[src/rtl/bus_timer_pkg.sv]
// Shared CPU bus definitions for the bus timer: register map, field positions, default base.
package bus_timer_pkg;

    localparam logic [31:0] BT_DEFAULT_BASE_ADDR = 32'h0000_1000;

    typedef enum logic [1:0] {
        REG_CTRL    = 2'd0,
        REG_COUNT   = 2'd1,
        REG_COMPARE = 2'd2,
        REG_STATUS  = 2'd3
    } reg_sel_e;

    localparam int unsigned CTRL_EN_BIT       = 0;
    localparam int unsigned CTRL_AUTO_BIT     = 1;
    localparam int unsigned CTRL_IRQEN_BIT    = 2;
    localparam int unsigned CTRL_PRESCALE_LSB = 16;
    localparam int unsigned STATUS_MATCH_BIT  = 0;
    localparam int unsigned STATUS_OVF_BIT    = 1;

    typedef struct packed {
        logic irq_en;
        logic auto_reload;
        logic en;
    } ctrl_flags_t;

    // 16-byte window decode; the low nibble is the register offset.
    function automatic logic window_hit(input logic [31:0] addr, input logic [31:0] base);
        return (addr >> 4) == (base >> 4);
    endfunction

endpackage

[src/rtl/bus_timer_prescaler.sv]
// Prescaler for the bus timer: counts 0..limit while enabled and ticks on the limit value.
module bus_timer_prescaler #(
    parameter int unsigned WIDTH = 16
) (
    input  logic             i_Clk,
    input  logic             i_Rst,
    input  logic             i_Enable,
    input  logic             i_Clear,
    input  logic [WIDTH-1:0] i_Limit,
    output logic             o_Tick_c,
    output logic [WIDTH-1:0] o_Count
);

    logic [WIDTH-1:0] r_cnt;

    assign o_Tick_c = i_Enable && (r_cnt == i_Limit);
    assign o_Count  = r_cnt;

    always_ff @(posedge i_Clk or posedge i_Rst) begin
        if (i_Rst) begin
            r_cnt <= '0;
        end else if (i_Clear || o_Tick_c) begin
            r_cnt <= '0;
        end else if (i_Enable) begin
            r_cnt <= r_cnt + WIDTH'(1);
        end
    end

endmodule

[src/rtl/bus_timer.sv]
// Memory-mapped timer: CTRL/COUNT/COMPARE/STATUS window with prescaled counting,
// compare match with optional auto-reload, overflow flag and level interrupt.
module bus_timer
    import bus_timer_pkg::*;
#(
    parameter logic [31:0] BASE_ADDR      = BT_DEFAULT_BASE_ADDR,
    parameter int unsigned PRESCALE_WIDTH = 16
) (
    input  logic        i_Clk,
    input  logic        i_Rst,
    input  logic [31:0] i_Bus_Addr,
    input  logic        i_Bus_WE,
    input  logic [31:0] i_Bus_WD,
    output logic [31:0] o_Bus_RD,
    output logic        o_IRQ
);

    localparam int unsigned PW = PRESCALE_WIDTH;

    ctrl_flags_t   r_flags;
    logic [PW-1:0] r_prescale;
    logic [31:0]   r_count;
    logic [31:0]   r_compare;
    logic          r_match;
    logic          r_ovf;

    logic          w_sel;
    reg_sel_e      w_reg;
    logic          w_wr_ctrl;
    logic          w_wr_count;
    logic          w_wr_compare;
    logic          w_wr_status;
    logic [PW-1:0] w_wd_prescale;
    logic [PW-1:0] w_pre_cnt;
    logic          w_pre_clear;
    logic          w_tick;
    logic          w_hit;
    logic          w_set_match;
    logic          w_set_ovf;
    logic [31:0]   w_count_next;
    logic          w_match_next;
    logic          w_ovf_next;
    logic [31:0]   w_rd;
    logic          w_unused;

    assign w_sel         = window_hit(i_Bus_Addr, BASE_ADDR);
    assign w_reg         = reg_sel_e'(i_Bus_Addr[3:2]);
    assign w_wr_ctrl     = i_Bus_WE & w_sel & (w_reg == REG_CTRL);
    assign w_wr_count    = i_Bus_WE & w_sel & (w_reg == REG_COUNT);
    assign w_wr_compare  = i_Bus_WE & w_sel & (w_reg == REG_COMPARE);
    assign w_wr_status   = i_Bus_WE & w_sel & (w_reg == REG_STATUS);
    assign w_wd_prescale = i_Bus_WD[CTRL_PRESCALE_LSB +: PW];
    assign w_unused      = &{1'b0, i_Bus_Addr[1:0]};

    // Restart the prescale period on COUNT writes, on disable, and when the new limit is already passed.
    assign w_pre_clear = w_wr_count
                       | (w_wr_ctrl & (~i_Bus_WD[CTRL_EN_BIT] | (w_wd_prescale < w_pre_cnt)));

    bus_timer_prescaler #(
        .WIDTH (PW)
    ) u_prescaler (
        .i_Clk    (i_Clk),
        .i_Rst    (i_Rst),
        .i_Enable (r_flags.en),
        .i_Clear  (w_pre_clear),
        .i_Limit  (r_prescale),
        .o_Tick_c (w_tick),
        .o_Count  (w_pre_cnt)
    );

    // Counter and status next-state; bus COUNT write overrides the tick's count update.
    always_comb begin
        w_hit        = (r_count == r_compare);
        w_set_match  = w_tick & w_hit;
        w_set_ovf    = w_tick & (r_count == 32'hFFFF_FFFF) & ~(w_hit & r_flags.auto_reload);
        w_count_next = r_count;
        if (w_tick) begin
            w_count_next = (w_hit && r_flags.auto_reload) ? 32'd0 : r_count + 32'd1;
        end
        if (w_wr_count) begin
            w_count_next = i_Bus_WD;
        end
        w_match_next = (r_match & ~(w_wr_status & i_Bus_WD[STATUS_MATCH_BIT])) | w_set_match;
        w_ovf_next   = (r_ovf & ~(w_wr_status & i_Bus_WD[STATUS_OVF_BIT])) | w_set_ovf;
    end

    always_ff @(posedge i_Clk or posedge i_Rst) begin
        if (i_Rst) begin
            r_flags    <= '0;
            r_prescale <= '0;
            r_count    <= '0;
            r_compare  <= '0;
            r_match    <= 1'b0;
            r_ovf      <= 1'b0;
        end else begin
            if (w_wr_ctrl) begin
                r_flags.en          <= i_Bus_WD[CTRL_EN_BIT];
                r_flags.auto_reload <= i_Bus_WD[CTRL_AUTO_BIT];
                r_flags.irq_en      <= i_Bus_WD[CTRL_IRQEN_BIT];
                r_prescale          <= w_wd_prescale;
            end
            if (w_wr_compare) begin
                r_compare <= i_Bus_WD;
            end
            r_count <= w_count_next;
            r_match <= w_match_next;
            r_ovf   <= w_ovf_next;
        end
    end

    // Zero-latency read mux.
    always_comb begin
        w_rd = 32'd0;
        if (w_sel) begin
            case (w_reg)
                REG_CTRL: begin
                    w_rd[CTRL_EN_BIT]                = r_flags.en;
                    w_rd[CTRL_AUTO_BIT]              = r_flags.auto_reload;
                    w_rd[CTRL_IRQEN_BIT]             = r_flags.irq_en;
                    w_rd[CTRL_PRESCALE_LSB +: PW]    = r_prescale;
                end
                REG_COUNT:   w_rd = r_count;
                REG_COMPARE: w_rd = r_compare;
                REG_STATUS: begin
                    w_rd[STATUS_MATCH_BIT] = r_match;
                    w_rd[STATUS_OVF_BIT]   = r_ovf;
                end
                default: w_rd = 32'd0;
            endcase
        end
    end

    assign o_Bus_RD = w_rd;
    assign o_IRQ    = r_flags.irq_en & (r_match | r_ovf);

endmodule

[config.mk]
export PLATFORM = sky130hd
export DESIGN_NAME = bus_timer
export DESIGN_NICKNAME = d
export VERILOG_FILES = /design/src/rtl/bus_timer_pkg.sv /design/src/rtl/bus_timer_prescaler.sv /design/src/rtl/bus_timer.sv
export SDC_FILE = /design/constraint.sdc
export NUM_CORES = 1
export LEC_CHECK = 0
export CORE_MARGIN = 8
export CORE_UTILIZATION = 50
export CTS_BUF_LIST = sky130_fd_sc_hd__clkbuf_8
export CTS_CLUSTER_SIZE = 24
export DETAILED_ROUTE_END_ITERATION = 6
export PLACE_DENSITY = 0.81
export SETUP_SLACK_MARGIN = 0.4
export SYNTH_ARGS = -nofsm -noshare
export SYNTH_HDL_FRONTEND = slang
export SYNTH_SLANG_ARGS = --single-unit
[constraint.sdc]
create_clock -name i_Clk -period 3.37 [get_ports i_Clk]
set_clock_uncertainty 0.15 [all_clocks]
set_input_delay 0.674 -clock i_Clk [delete_from_list [all_inputs] [get_ports i_Clk]]
set_output_delay 0.674 -clock i_Clk [all_outputs]
set_load 0.1 [all_outputs]
-- Word level (Yosys, flattened, before mapping)
Cells that the tools add are included.
W data, S select, Z words.
- shift operators: 0
- $add $sub $neg: 2
- muxes and demuxes: 10
- reductions and logical operators: 6
- equal/unequal tests: 7
- div/mod/pow operators: 0
- $lt $le $gt $ge: 1
- multiply operators: 0
- bitwise logic cells: 24
- operators with widths (kind ; number):
    $mux W32 ; 4
    $pmux W16 S3 ; 1
    $add A32 B1 Y32 const B ; 1
    $eq A32 B32 Y1 ; 1
    $eq A32 B32 Y1 const B ; 1
    $mux W16 ; 2
    $eq A28 B9 Y1 const B ; 1
    $pmux W13 S2 ; 1
    $add A16 B1 Y16 const B ; 1
    $eq A16 B16 Y1 ; 1
    $lt A16 B16 Y1 ; 1
    $and A1 B1 Y1 ; 15
    $pmux W2 S4 ; 1
    $or A1 B1 Y1 ; 5
    $eq A2 B2 Y1 const B ; 2
    $not A1 Y1 ; 4
    $reduce_bool A2 Y1 ; 2
    $pmux W1 S3 ; 1
    $eq A2 B1 Y1 const B ; 1
    $logic_and A1 B1 Y1 ; 2
    $logic_not A2 Y1 ; 1
    $logic_or A1 B1 Y1 ; 1
- register bits after elaboration: 101
- memory bits (writable): 0
- bits in latches: 0
- output and inout port bits: 33
- memory bits (read-only): 0
- memories: 0

-- Depth between registers and ports, before layout
Gate-level depths: netlist (run 1).
- word-level depth: 7
- depth in mapped cells: 12
- depth with buffers taken out: 8

-- Modules after synthesis
Synthesis (run 1) repeated with hierarchy kept, for this count alone.
- cell total of the unflattened synthesis: 684
- area total of the unflattened synthesis: 6461.2 µm²
- by module, submodules not included (module ; area each (µm²) ; seq. area each (µm²) ; times used ; cells an instance):
    bus_timer ; 5490.3 ; 2127.0 ; 1 ; 581
    bus_timer_prescaler ; 970.9 ; 400.4 ; 1 ; 103

-- Least setup slack after synthesis (run 1)
OpenSTA, ideal clock, no wires.
- path kind: input -> output
- start point: input port i_Bus_Addr[26]
- end point: output port o_Bus_RD[21]
- setup slack: -1009 ps
- cell stages on the path: 8
- arrival time: 3555 ps
- path through: or4_1 nor3_1 and2_1 clkbuf_1 nand2b_1 clkbuf_1 clkbuf_1 nor2_1
- longest elaborated chain between the ends: 2
- ends and longest elaborated chain (element ; RTL line ; source):
    from (decl) ; bus_timer.sv:11 ; input logic [31:0] i_Bus_Addr,
    $eq A28 B9 Y1 ; bus_timer_pkg.sv:28 ; return (addr >> 4) == (base >> 4);
    $mux W32 ; bus_timer.sv:114 ; if (w_sel) begin
    to (decl) ; bus_timer.sv:14 ; output logic [31:0] o_Bus_RD,
Every way passes these cells.

-- Worst setup path in the final report (run 1)
- start point: input port i_Bus_Addr[23]
- end point: output port o_Bus_RD[18]
Same word-level chain as after synthesis.

==> results of run 1 <==
[flip-flops by register name, summed over array words and instances, names as in the netlist]
register,count
r_prescale,16
r_flags,3
r_match,1
r_count,32
r_compare,32
r_ovf,1
u_prescaler.o_Count,16
[where the power goes]
| group | switching [mW] | internal (mW) | total, mW |
|---|---|---|---|
| sequential | 0.000181 | 1.21 | 1.21 |
| clock | 0.438 | 0.506 | 0.944 |
| combinational | 0.112 | 0.0986 | 0.211 |
[per-stage QoR]
step / hold slack [ps] / instance area (sq um) / power [mW]
global route: 423 / 9310 / 2.43
finish: 412 / 9310 / 2.37
global placement: 356 / 8860 / 1.43
CTS: 387 / 9210 / 2.36
detailed placement: 357 / 8860 / 1.44
floorplan: 313 / 7160 / 1.30
[cells in the mapped netlist (all sizes together) (24+ instances only)]
cell type	count
inv	28
dfrtp	101
a31oi	24
clkbuf	40
o21ai	24
nand4	37
mux2	51
xnor2	63
nor2	67
nor4	30
nand3	30
nand2	46
[critical path, cell delays in order]
cell and delay (ps):
clkbuf_2 80, or4_4 550, nor3_4 210, and2_4 200, nand2b_4 100, buf_16 170, nor2_4 110, buf_12 180
[routing by layer]
metal / up-vias / share of wire [%]
li1: 2993 / -
met1: 3308 / 40
met2: 418 / 47
met3: 80 / 9.5
met4: 0 / 4.0
met5: - / 0
[cell families (layout without fill, tap and decap cells)]
kind of cell             after synthesis  after routing  share of synthesized area, %
multiplexers                          54             54                          8.86
adder cells (fa/ha/maj)               23             23                          4.22
AND/OR/NAND/NOR                      288            288                          22.8
flip-flops                           101            101                          37.1
buffers and inverters                 84            215                          5.94
XOR/XNOR                              63             63                          8.09
AO/OA/AOI/OAI                        121            121                          13.1
[path summary, 6_finish.rpt]
check / startpoint / slack [ps] / endpoint / cells past startpoint
worst max-delay path: i_Bus_Addr[23] / 250 / o_Bus_RD[18] / 8
worst min-delay path: r_flags[2] / 410 / r_flags[2] / 1
max in group asynchronous: i_Rst / 1980 / r_prescale[11] / 3
worst min register to register: r_flags[2] / 410 / r_flags[2] / 1
worst max register to register: r_count[1] / 430 / r_ovf / 5
min in group asynchronous: i_Rst / 600 / r_compare[12] / 3
[what timing repair did]
action,CTS,global route
resized for setup,71,22
cloned,2,0
setup buffers,6,6
pin swaps,15,13
hold endpoints to repair,0,0
endpoints found under the setup margin,55,37
[layout make-up]
class / instances / share of cell area (%)
clock buffer: 10 / 1.48
inverter: 28 / 1.17
tap: 176 / 2.37
sequential: 101 / 27.2
timing repair buffer: 173 / 20.9
clock inverter: 4 / 1.05
multi-input combinational: 549 / 45.9
==> impl_results.md, run 1 <==
* Status: finished with violations
* Failing checks: DRC
* Mean Syn Cell Area at 9.29 sq um
* Fill cell count at 936
* Layout cell share with drive strength beyond 1 at 29.5%
* Gr busiest metal: met2
* Multi-input gate area at 0.00427 sq mm
* Die area at 0.0176 sq mm
* Cts bufs inserted at 9
* TritonCTS clock tree: done
* Lkg Pwr at 3.78 nW
* Period utilisation layout at 92.6%
* Grt total ovfl at 0
* Share of the synthesized area in the top cell type at 37.1%
* Remaining DRCs at 2
* Vias in the first global route at 6917
* Mapped cell area at 0.00682 sq mm
* Drt wl/cell at 22.5 microns
* Dominant cell type by area after synthesis: dfrtp_1
* Setup violators final at 0
* Yosys reg bits at 101
* Antenna Diode Count at 0
* PD cells at 254 mW/mm^2
* Slew at the pin closest to its max-slew limit at 607 ps
* Mapped Cells at 734
* Asr flop ratio synth at 100%
* Hold-fix buffers, CTS at 0
* Clock period minus worst slack at 3120 ps
* Die W at 133 microns
* Unrepaired setup endpoints after global routing: true
* Fin cells at 1041
* Largest cells by area after synthesis: dfrtp_1, mux2_2, xnor2_1
* Post-route ant nets at 0
* Setup ws final at 249 ps
* Worst-path clk slew at 90 ps
* Max-slew violations at 0
* Most frequent cells in the layout: dfrtp_1, buf_4, xnor2_1
* Grt met1 use at 33.5%
* Routed via count at 6799
* Top achievable clock speed at 320 MHz
* Crit. End Element: output pin
* DR iter-0 viols at 992
* Root Driver: clkbuf_8
* I/O pin cnt at 100
* Synth Flop Type: dfrtp_1
* Setup_tns at 0 ps
* Max Cap Violations at 0
* Largest net degree at the start of global routing at 102
* Placed insts at 1013
* Max VDD drop at 0.000167 V
* Drt first pass iters at 7
* Relative slew slack at 59.2%
* Met3 Track Usage GR at 5.94%
* Initial Util at 51.3%
* Required @ worst endpoint at 2550 ps
* Clock buffer depth at 2
* Nets at 952
* Met2 Use GR at 41.3%
* Warning count from the yosys run at 0
* Clock Sink Count at 101
* Sequential fraction of the synthesis area at 37.1%
* DRT Wirelength at 23.5 mm
* Die H at 133 microns
* HPWL Detailed at 16.7 mm
* Antenna violations before repair at 0
* Yosys cell types at 58
* EDFF count, synth at 0
* Gr usage total at 26.4%
* Place WS at -156 ps
* Worst path arrival time at 2300 ps
* Register area at 0.00253 sq mm
* CTS H-tree lvls at 3
* Worst Hold Class: flip-flop to flip-flop
* Clock Latency Late Sink at 390 ps
* IO buf count at 97
* Crit path max fanout at 8
* First-pass GRT wire length at 37.4 mm
* P&R area growth vs syn at 36.4%
* Final hold violations at 0
* Worst Setup Start Kind: input port
* Core area at 0.0133 sq mm
* Most common cell after layout, fill and taps aside: dfrtp_1
* Total number of placement rows at 42
* Fin util at 70.0%
* Via density at 6.53
* Gpl congestion at 0.953
* Mapped Nets at 824
* CP Class: input port to output pin
(Power assumes the default switching activity.)
==> run 2: changes to the inputs <==
--- a/config.mk
+++ b/config.mk
@@ -10,8 +10,9 @@
 export CTS_BUF_LIST = sky130_fd_sc_hd__clkbuf_8
 export CTS_CLUSTER_SIZE = 24
 export DETAILED_ROUTE_END_ITERATION = 6
-export PLACE_DENSITY = 0.81
+export PLACE_DENSITY = 0.82
 export SETUP_SLACK_MARGIN = 0.4
 export SYNTH_ARGS = -nofsm -noshare
 export SYNTH_HDL_FRONTEND = slang
+export SYNTH_HIERARCHICAL = 1
 export SYNTH_SLANG_ARGS = --single-unit
==> impl_results.md, run 2 <==
* Cts bufs inserted at 9 (unchanged)
* Hold-fix buffers, CTS at 0 (unchanged)
* Asr flop ratio synth at 100% (unchanged)
* Final hold violations at 0 (unchanged)
* HPWL Detailed at 14.6 mm (-12%)
* Most common cell in the netlist: dfrtp_1
* Multi-input gate area at 0.00405 sq mm (-5.0%)
* EDFF count, synth at 0 (unchanged)
* Required @ worst endpoint at 2550 ps (about the same)
* IO buf count at 97 (unchanged)
* Clk pwr share at 37.3% (-2.6 points)
* Critical path origin: i_Bus_Addr[31]
* Antenna Diode Count at 0 (unchanged)
* Crit path max fanout at 5 (-3)
* Antenna violations before repair at 0 (unchanged)
* Max Cap Violations at 0 (unchanged)
* Dominant cell type by area after synthesis: dfrtp_1
* Largest cells by area after synthesis: dfrtp_1, mux2_2, xor2_1
* CTS H-tree lvls at 3 (unchanged)
* Worst-path clk slew at 90 ps (about the same)
* Clock buffer depth at 2 (unchanged)
* Drt wl/cell at 21.5 microns (-4.5%)
* Worst Setup Start Kind: input port
* Net Sw Frac at 23.8% (+0.58 points)
* R2R Path Start: u_prescaler/o_Count[6]
* Remaining DRCs at 0 (-2)
* Die W at 130 microns (-2.4%)
* Setup violators final at 0 (unchanged)
* Root Driver: clkbuf_8
* Initial Util at 51.2% (-0.11 points)
* Lkg Pwr at 4.01 nW (+6.2%)
* Net Sw Power at 0.542 mW (-1.5%)
* Mapped Cells at 684 (-6.8%)
* Post-route ant nets at 0 (unchanged)
* Fin util at 70.9% (+0.93 points)
* Max-slew violations at 0 (unchanged)
* Unrepaired setup endpoints after global routing: true
* CP Class: input port to output pin
* DRT Wirelength at 21.1 mm (-10%)
* Setup_tns at 0 ps (unchanged)
* Hold slack final at 386 ps (-25.9 ps)
* Sequential fraction of the synthesis area at 39.1% (+2.1 points)
* Relative slew slack at 57.1% (-2.0 points)
* Mapped Nets at 774 (-6.1%)
* Worst path arrival time at 2330 ps (+30 ps)
* Worst Min Path Start: r_match
* Worst Hold Class: flip-flop to flip-flop
* Place WS at -65.5 ps (+90.4 ps)
* Status: completed
* Layout cell share with drive strength beyond 1 at 29.7% (+0.19 points)
* Die area at 0.0168 sq mm (-4.7%)
* Most common cell after layout, fill and taps aside: dfrtp_1
* Period utilisation layout at 93.6% (+1.0 points)
* Clock Latency Late Sink at 380 ps (about the same)
* Share of the synthesized area in the top cell type at 39.1% (+2.1 points)
* Internal power at 1.73 mW (-4.6%)
* Crit. End Element: output pin
* Warning count from the yosys run at 6 (+6)
* Die H at 130 microns (-2.4%)
* Clock Sink Count at 101 (unchanged)
* I/O pin cnt at 100 (unchanged)
* Grt total ovfl at 0 (unchanged)
* Leading registers by flop count: r_compare x32, r_count x32
* Total number of placement rows at 41 (-2.4%)
* Synth Flop Type: dfrtp_1
* Routed via count at 6207 (-8.7%)
* Sequential Power Share at 53.3% (+2.1 points)
* Most frequent cells after synthesis: dfrtp_1, nor2_1, nand2_1, mux2_2, xor2_1
* Total design power at 2.27 mW (-3.9%)
* Register area at 0.00253 sq mm (about the same)
* Via density at 6.33 (-3.1%)
* Nets at 895 (-6.0%)
* Max VDD drop at 0.000333 V (+99%)
* Mean Syn Cell Area at 9.45 sq um (+1.6%)
* Top achievable clock speed at 317 MHz (-1.1%)
* Vias in the first global route at 6344 (-8.3%)
* P&R area growth vs syn at 38.5%
* Core area at 0.0126 sq mm (-5.1%)
* Gpl congestion at 0.899 (-5.7%)
* Gr usage total at 25.0% (-1.4 points)
* Yosys cell types at 58 (unchanged)
* DR iter-0 viols at 868 (-13%)
* First-pass GRT wire length at 33.0 mm (-12%)
* PD cells at 254 mW/mm^2 (-0.11%)
* Mapped cell area at 0.00646 sq mm (-5.3%)
* Clock period minus worst slack at 3150 ps (+34.0 ps)
* Largest net degree at the start of global routing at 86 (-16%)
* Slew at the pin closest to its max-slew limit at 642 ps (+35.5 ps)
* Yosys reg bits at 101 (unchanged)
* Setup ws final at 215 ps (-34.0 ps)
* Fill cell count at 891 (-4.8%)
* TritonCTS clock tree: done
* Drt first pass iters at 7 (unchanged)
* Most frequent cells in the layout: dfrtp_1, nand2_1, mux2_2
* Comb pwr share at 9.5% (+0.6 points)
==> run 2: power groups by stage <==
stage / logic (mW) / clock network (mW) / registers [mW]
floorplan: 0.0609 / 0 / 1.24
CTS: 0.203 / 0.855 / 1.21
finish: 0.215 / 0.847 / 1.21
global placement: 0.193 / 0 / 1.23
global route: 0.230 / 0.896 / 1.21
detailed placement: 0.198 / 0 / 1.23
==> run 2: worst max-delay path, cell delays in order <==
cell and delay [ps]:
dlygate4sd2_1 240, nor4_2 280, nand2_1 160, nor3_4 180, buf_6 140, nand2b_4 120
buf_12 180, nor2_4 160, buf_12 200
==> run 2: final cells by class <==
cell class,instances,area share [%]
clock buffer,9,1.38
clock inverter,6,0.992
inverter,29,1.26
multi-input combinational,513,45.3
sequential,101,28.2
tap,172,2.40
timing repair buffer,151,20.4
==> run 2: worst paths after layout <==
path                                          end  slack [ps]  depth (start not counted)
max in group asynchronous  u_prescaler/o_Count[8]        2050                          2
hold reg to reg                           r_match         390                          2
min in group asynchronous  u_prescaler/o_Count[3]         610                          2
setup reg to reg                       r_count[0]         480                         10
setup / recovery                     o_Bus_RD[29]         220                          9
hold / removal                            r_match         390                          2
==> run 2: repair_timing <==
item / in CTS / in global routing
gates resized for setup: 88 / 35
pin swaps: 18 / 15
setup endpoints to repair: 48 / 54
gates cloned: 4 / 1
buffers inserted: 9 / 1
==> run 2: per-stage QoR <==
step                cell area [sq um]  std cells
floorplan                        6750        684
global placement                 8400        951
detailed placement               8400        951
CTS                              8830        979
global route                     8950        981
finish                           8950        981
==> run 2: kinds of logic after synthesis <==
family,synth area share [%]
compound gates,11.5
xor+xnor,10.4
fa+ha+maj,4.45
buf+inv,4.90
flops,39.1
mux,9.20
simple gates,20.4
==> run 2: layer usage <==
layer / global-route usage, % / vias up / wire length [microns]
met5: 0 / - / 0
met4: 12.2 / 0 / 868
met3: 5.34 / 78 / 1880
met2: 43.4 / 348 / 10600
met1: 28.6 / 3060 / 7800
li1: - / 2721 / -
==> variant, RTL diff (settings of run 1) <==
The parameter `PRESCALE_WIDTH` goes from 16 to 12.
--- a/src/rtl/bus_timer.sv
+++ b/src/rtl/bus_timer.sv
@@ -4,7 +4,7 @@
     import bus_timer_pkg::*;
 #(
     parameter logic [31:0] BASE_ADDR      = BT_DEFAULT_BASE_ADDR,
-    parameter int unsigned PRESCALE_WIDTH = 16
+    parameter int unsigned PRESCALE_WIDTH = 12
 ) (
     input  logic        i_Clk,
     input  logic        i_Rst,
Behaviour: not the same (a bounded check fails within 4 cycles, from zero or initial values and one cycle with i_Rst high).
==> variant against run 1 <==
  * First-iteration DRC count shrank 30%
  * Critical endpoint is now o_Bus_RD[19]
  * Power decreased by 5.7%
  * Sequential share of layout area increased by 0.98 points
  * Via count shrank 16%
  * Hold slack gained 0.0035 ns
  * Design area fell by 11%
  * Final cell count is 14% lower
  * Critical path type unchanged
  * Sequential cell count is 8 lower
  * Routed wire length shrank 18%
  * Global-route usage fell by 2.6 points
  * Clock power shrank 4.4%
  * Synthesized cell count decreased by 13%
  * Synthesized area shrank 13%
  * Worst setup slack improved by 0.14 ns
==> variant: results (changes against run 1) <==
* CP max stage delay at 0.43 ns (-0.12 ns)
* Initial drt markers at 692 (-30%)
* Status: finished, final reports clean
* Maximum vdd drop at 219 uV (+31%)
* R2R setup slack at 0.56 ns (+0.13 ns)
* HPWL after detailed placement at 13900 um (-17%)
* Share of cells above drive strength 1 at 0.299 (+0.00387)
* CP Max Fanout at 7 (-1)
* Finished Layout Cells at 898 (-14%)
* Placed cell count at 872 (-14%)
* GR Util met1 at 0.289 (-0.0457)
* DP Area at 7850 sq um (-11%)
* Largest net degree at the start of global routing at 35 (-66%)
* M2 GR Usage at 0.402 (-0.0102)
* Dominant cells by area after synthesis: dfrtp_1, mux2_2, xnor2_1, nor2_1, ha_1
* Syn Inst Count at 636 (-13%)
* Placer Congestion at 0.913 (-4.2%)
* Setup WS pre-CTS at -0.0741 ns (+0.0818 ns)
* Vias in the first global route at 5868 (-15%)
* Worst-Skew Late Latency at 0.36 ns (-0.03 ns)
* Metal2 WL at 9490 um (-13%)
* Met3 wire len at 1520 um (-32%)
* GRT Overall Usage at 0.237 (-0.0264)
* Actual slew at the worst max-slew pin at 0.728 ns (+0.122 ns)
* Hold WS at 0.416 ns (+0.00347 ns)
* WL met1 at 7550 um (-19%)
* NumNets Final at 831 (-13%)
* Yosys cell types at 50 (-14%)
## variant: cell types whose count changed in the layout (fill, tap and decap cells not counted), sizes merged, moves of 10 or more
cell | run 1 | this run
nor4 | 30 | 12
a21oi | 5 | 19
nand4 | 37 | 22
buf | 117 | 101
inv | 27 | 17
nand2 | 46 | 27
## variant: repair_timing
| item | in CTS | in global routing |
|---|---|---|
| cloned | 1 | 2 |
| buffers inserted | 3 | 3 |
| hold endpoints to repair | 0 | 0 |
| setup endpoints to repair | 32 | 31 |
| pin swaps | 14 | 8 |
| resized for setup | 117 | 9 |
## variant: power breakdown
group	switching, mW	internal (mW)	total, mW
clock network	0.411	0.491	0.902
registers	0.000000100	1.11	1.11
logic	0.111	0.104	0.215
total	0.522	1.71	2.23
## variant: final timing paths
| path | startpoint | to | cells after the start |
|---|---|---|---|
| max reg2reg | r_count[2] | r_count[26] | 8 |
| max in group asynchronous | i_Rst | r_count[9] | 3 |
| min | r_compare[19] | r_compare[19] | 1 |
| max | i_Bus_Addr[30] | o_Bus_RD[19] | 7 |
| min reg2reg | r_compare[19] | r_compare[19] | 1 |
| min in group asynchronous | i_Rst | u_prescaler.o_Count[10] | 2 |
## variant: area by class of cell
type	instances	area [sq um]	area share
multi-input combinational	479	3730	0.451
sequential	93	2330	0.282
timing repair buffer	144	1720	0.208
tap	147	184	0.0222
clock buffer	9	124	0.0150
clock inverter	7	114	0.0138
inverter	18	71.3	0.00863
antenna	1	2.50	0.000303
## variant: cell families after synthesis
group | synth area share
AO/OA/AOI/OAI | 0.150
XOR/XNOR | 0.0811
adder cells (fa/ha/maj) | 0.0400
buffers and inverters | 0.0472
flip-flops | 0.392
multiplexers | 0.0908
AND/OR/NAND/NOR | 0.199
